**config.mk**
```make
export PLATFORM = sky130hd
export DESIGN_NAME = gb_timer
export DESIGN_NICKNAME = d
export VERILOG_FILES = /design/src/rtl/gb_timer.sv
export SDC_FILE = /design/constraint.sdc
export NUM_CORES = 1
export LEC_CHECK = 0
export BUFFER_PORTS_ARGS = -buffer_cell sky130_fd_sc_hd__buf_2
export CAP_MARGIN = 10
export CORE_MARGIN = 8
export CORE_UTILIZATION = 57
export DETAILED_ROUTE_END_ITERATION = 7
export HOLD_SLACK_MARGIN = 0.12
export PLACE_DENSITY = 0.82
export REMOVE_ABC_BUFFERS = 1
export SLEW_MARGIN = 5
export SYNTH_ARGS = -nofsm -noshare
export SYNTH_HDL_FRONTEND = slang
export SYNTH_SLANG_ARGS = --single-unit
export TNS_END_PERCENT = 5
```
**constraint.sdc**
```tcl
create_clock -name Clk -period 2.6 [get_ports Clk]
set_clock_uncertainty 0.05 [all_clocks]
set_input_delay 0.26 -clock Clk [delete_from_list [all_inputs] [get_ports Clk]]
set_output_delay 0.26 -clock Clk [all_outputs]
set_load 0.03 [all_outputs]
```
**src/rtl/gb_timer.sv**
```systemverilog
// gb_timer: DMG DIV/TIMA/TMA/TAC timer block.
// Falling-edge TIMA clocking with delayed TMA reload and IRQ.
module gb_timer #(
    parameter int          RELOAD_DELAY = 4,
    parameter logic [15:0] BASE_ADDR    = 16'hFF04
) (
    input  logic        Clk,
    input  logic        reset_n,
    input  logic [15:0] mem_addr,
    input  logic [7:0]  data_out,
    input  logic        mem_wr,
    output logic [7:0]  rd_data,
    output logic        timer_irq,
    output logic [7:0]  div_out
);

    localparam int CW = (RELOAD_DELAY > 1) ? $clog2(RELOAD_DELAY) : 1;
    localparam logic [CW-1:0] RLD_INIT = CW'(RELOAD_DELAY - 1);

    typedef enum logic {
        IDLE,
        RELOADING
    } state_t;

    state_t        state, state_n;
    logic [CW-1:0] rcnt, rcnt_n;
    logic [15:0]   div_cnt, div_n;
    logic [7:0]    tima, tima_n;
    logic [7:0]    tma, tma_n;
    logic [2:0]    tac, tac_n;
    logic          tick_hist, tick_n;
    logic          tap;
    logic          inc;
    logic          reload;
    logic [7:0]    rd_n;

    logic sel_div, sel_tima, sel_tma, sel_tac;

    assign sel_div  = (mem_addr == BASE_ADDR);
    assign sel_tima = (mem_addr == BASE_ADDR + 16'd1);
    assign sel_tma  = (mem_addr == BASE_ADDR + 16'd2);
    assign sel_tac  = (mem_addr == BASE_ADDR + 16'd3);

    // Reload fires in the cycle the down-counter sits at zero
    assign reload    = (state == RELOADING) && (rcnt == '0);
    assign timer_irq = reload;
    assign div_out   = div_cnt[15:8];

    // Next-state: divider, tick edge detect, TIMA and reload sequencing
    always_comb begin
        div_n   = div_cnt + 16'd1;
        tac_n   = tac;
        tma_n   = tma;
        tima_n  = tima;
        state_n = state;
        rcnt_n  = rcnt;
        tap     = 1'b0;
        if (mem_wr && sel_div)
            div_n = '0;
        if (mem_wr && sel_tac)
            tac_n = data_out[2:0];
        if (mem_wr && sel_tma)
            tma_n = data_out;
        unique case (tac_n[1:0])
            2'b00: tap = div_n[9];
            2'b01: tap = div_n[3];
            2'b10: tap = div_n[5];
            2'b11: tap = div_n[7];
        endcase
        tick_n = tap & tac_n[2];
        inc    = tick_hist & ~tick_n;
        if (reload) begin
            tima_n  = tma_n;
            state_n = IDLE;
        end else begin
            if (state == RELOADING)
                rcnt_n = rcnt - CW'(1);
            if (mem_wr && sel_tima) begin
                tima_n  = data_out;
                state_n = IDLE;
            end else if (inc) begin
                tima_n = tima + 8'd1;
                if (tima == 8'hFF) begin
                    state_n = RELOADING;
                    rcnt_n  = RLD_INIT;
                end
            end
        end
    end

    // Read mux reflects the values being committed on this edge
    always_comb begin
        rd_n = 8'hFF;
        unique case (1'b1)
            sel_div:  rd_n = div_n[15:8];
            sel_tima: rd_n = tima_n;
            sel_tma:  rd_n = tma_n;
            sel_tac:  rd_n = {5'b11111, tac_n};
            default:  rd_n = 8'hFF;
        endcase
    end

    // State registers
    always_ff @(posedge Clk or negedge reset_n) begin
        if (!reset_n) begin
            state     <= IDLE;
            rcnt      <= '0;
            div_cnt   <= '0;
            tima      <= '0;
            tma       <= '0;
            tac       <= '0;
            tick_hist <= 1'b0;
            rd_data   <= 8'hFF;
        end else begin
            state     <= state_n;
            rcnt      <= rcnt_n;
            div_cnt   <= div_n;
            tima      <= tima_n;
            tma       <= tma_n;
            tac       <= tac_n;
            tick_hist <= tick_n;
            rd_data   <= rd_n;
        end
    end

endmodule

```
==> impl_results.md <==
* VDD IR max at 0.232 mV
* Synth Cell Area at 0.00283 mm²
* IO Pins at 44
* Max-Cap Viols at 0
* Post-CTS setup buffer count at 0
* Yosys reg bits at 47
* Gpl congestion at 1.02
* Final wirelength at between 7000 and 8000 µm
* Min-Delay Path Class: in2reg
* Gr ovfl total at 0
* H-tree depth at 2
* Worst hold slack at 0.185 ns
* Post-synth EDFFs at 0
* Crit path arrival time at between 2 and 3 ns
* Crit path launch type: flop
* Family with the most delay on the worst path: compound AO/OA/AOI/OAI gates
* Fillcell total at around 380
* Finished Core Util at 0.691
* Final hold violations at 0
* CP max FO at 5
* Vias at 2545
* Fraction of registers with async set/reset at 1.00
* Final Critical Period at 2.44 ns
* Worst rel slew slack at 0.649
* Final setup violation count at 0
* Initial Util at 0.594
* Total track usage at 0.204
* WS Path Type: reg2reg
* Reg2reg setup slack at 0.16 ns
* Detail Placement HPWL at approximately 5700 µm
* DRT iter0 DRCs at 284
* P&R area growth vs syn at 16.3%
* Wire length per cell at 17.3 µm
* Mapped Avg Cell Area at between 9 and 10 µm²
* Placed cell count at 416
* Fin cells at 425
* Cell with the largest stage delay on the worst path: o41ai_1
* Fmax at just over 400 MHz
* I/O Buffers at 43
* CP bufs+invs at 0
* Crit path depth at 8
* Core area at 0.00475 mm²
* Reg2Reg Depth at 8
* Run status: complete, no violations
* Syn. warnings at 0
* Fin crit share at 0.940
* Number of global-route vias before repair at 2614
* Root Buffer: clkbuf_8
* Pwr Density at roughly 430 mW/mm²
* RSZ-0062 raised after global routing: no
* Initial antenna violation count at 0
* Via/cell ratio at between 5 and 6
* LEAKAGE at roughly 1.5 nW
* Reg-to-reg startpoint: div_cnt[0]
* Worst-path clk slew at ~0.09 ns
* Sink Count at 47
* Chip Width at 86.4 µm
* CTS tree: built
* Max clock buf depth at 2
* Layout Nets at 387
* Setup crit end kind: flop
* First-pass GRT wire length at about 12000 µm
* Largest incremental delay on the critical path at around 0.52 ns
* Critical Path Sink: rd_data[2]
* CP startpoint: div_cnt[0]
* DRC at 0
* Primary FF master, synth: dfrtp_1
* CTS Buf Count at 5
* Overall power at around 1.4 mW
* Worst Min Path Start: data_out[5]
* Share of layout cells above drive strength 1 at 0.274
* Slew @ Worst Pin at 0.519 ns
* Die Area at 0.00746 mm²
* FP Rows at 25
* Die H at 86.4 µm
* Final TNS setup at 0 ns
* Critical R2R Capture: rd_data[2]
* Antenna Cells at 0
* Clk_lat worst skew at between 0.3 and 0.4 ns
* Syn Inst Count at around 310
* Largest net degree at the start of global routing at 35
* Worst Path Required at 2.76 ns
* DRT antenna net count at 0
* DR pass1 iterations at 4
* Sequential area share after synthesis at 0.420
* Slew Viols, Final at 0
* Post-synth cell types at 60
* Worst-path cell chain: nand2_1 > nor3_2 > xnor2_1 > and3_4 > nor4_1 > o41ai_1 > a211oi_1 > o311ai_1
-- cell type report --
cell class / count / area (µm²) / area share
Clock buffer: 7 / 76.3 / 0.0232
Inverter: 18 / 67.6 / 0.0206
Sequential cell: 47 / 1190 / 0.362
Timing Repair Buffer: 63 / 368 / 0.112
Multi-Input combinational cell: 222 / 1470 / 0.448
Clock inverter: 1 / 30.0 / 0.00914
Tap cell: 67 / 83.8 / 0.0255
-- sequential cells by signal, indices dropped and copies added (netlist names) --
register,cells
rcnt,2
div_cnt,16
state,1
tima,8
rd_data,8
tac,3
tma,8
tick_hist,1
-- metrics by stage --
stage          cell area (µm²)  worst slack [ns]
3_3_place_gp              3160           -0.0293
5_1_grt                   3280           0.00488
3_5_place_dp              3160           -0.0906
2_1_floorplan             2720             0.133
6_report                  3280             0.157
4_1_cts                   3280            0.0956
-- cell usage after synthesis, drive strengths merged (8+ instances only) --
master / number / area [µm²]
a21oi: 21 / 116
and3: 8 / 55.1
buf: 13 / 86.3
dfrtp: 39 / 976
dfstp: 8 / 210
inv: 17 / 63.8
nand2: 24 / 92.6
nand3: 12 / 65.1
nand4: 9 / 71.3
nor2: 40 / 153
o21ai: 15 / 78.8
xor2: 10 / 87.6
-- worst min-delay path, cell delays in order --
cell and delay, ns:
buf_2 0.09, mux2i_1 0.08, inv_1 0.08
-- per-layer routing --
| metal | wire, µm | GRT usage | up-vias |
|---|---|---|---|
| met2 | 3350 | 0.328 | 109 |
| met1 | 3320 | 0.258 | 1210 |
| met5 | 0 | 0 | - |
| met4 | 206 | 0.0923 | 0 |
| met3 | 479 | 0.0406 | 20 |
| li1 | - | - | 1206 |
-- report_power, final --
part           internal, mW  switching (mW)
combinational        0.0497          0.0764
sequential            0.747          0.0188
clock                 0.288           0.238
-- logic make-up after synthesis --
group / count (synthesis) / share of synthesized area
AOI/OAI and AO/OA: 72 / 0.188
xor gates and xnor gates: 15 / 0.0465
adders and majority gates: 3 / 0.0133
buffers and inverters: 36 / 0.0611
DFF: 47 / 0.420
muxes: 13 / 0.0492
and+or+nand+nor: 119 / 0.222
-- layout by cell type (no fill, tap or decap), types with 4 or more instances in the layout --
cell type  count
buf_2         43
nor2_1        39
dfrtp_1       38
nand2_1       23
a21oi_1       20
buf_4         19
inv_1         17
o21ai_0       12
nand3_1       11
xor2_1        10
nand4_1        8
dfstp_2        8
and3_1         7
mux2_2         7
nor3_1         6
mux2i_1        6
xnor2_1        5
clkbuf_8       5
and2_1         4
a31oi_1        4
a221oi_1       4
-- worst min-delay path by stage --
| stage | end | cells past startpoint |
|---|---|---|
| 2_1_floorplan | div_cnt[0] | 0 |
| 4_1_cts | tma[5] | 3 |
| 3_3_place_gp | div_cnt[2] | 1 |
| 6_report | tma[5] | 3 |
| 3_5_place_dp | div_cnt[2] | 1 |
| 5_1_grt | tma[5] | 3 |
-- what timing repair did --
action / 4_1_cts / 5_1_grt
hold buffers: 1 / 0
endpoints found under the hold margin: 13 / 0
endpoints found under the setup margin: 0 / 12
resized for setup: 0 / 3
Note: power is estimated with default switching activity, not from simulation.
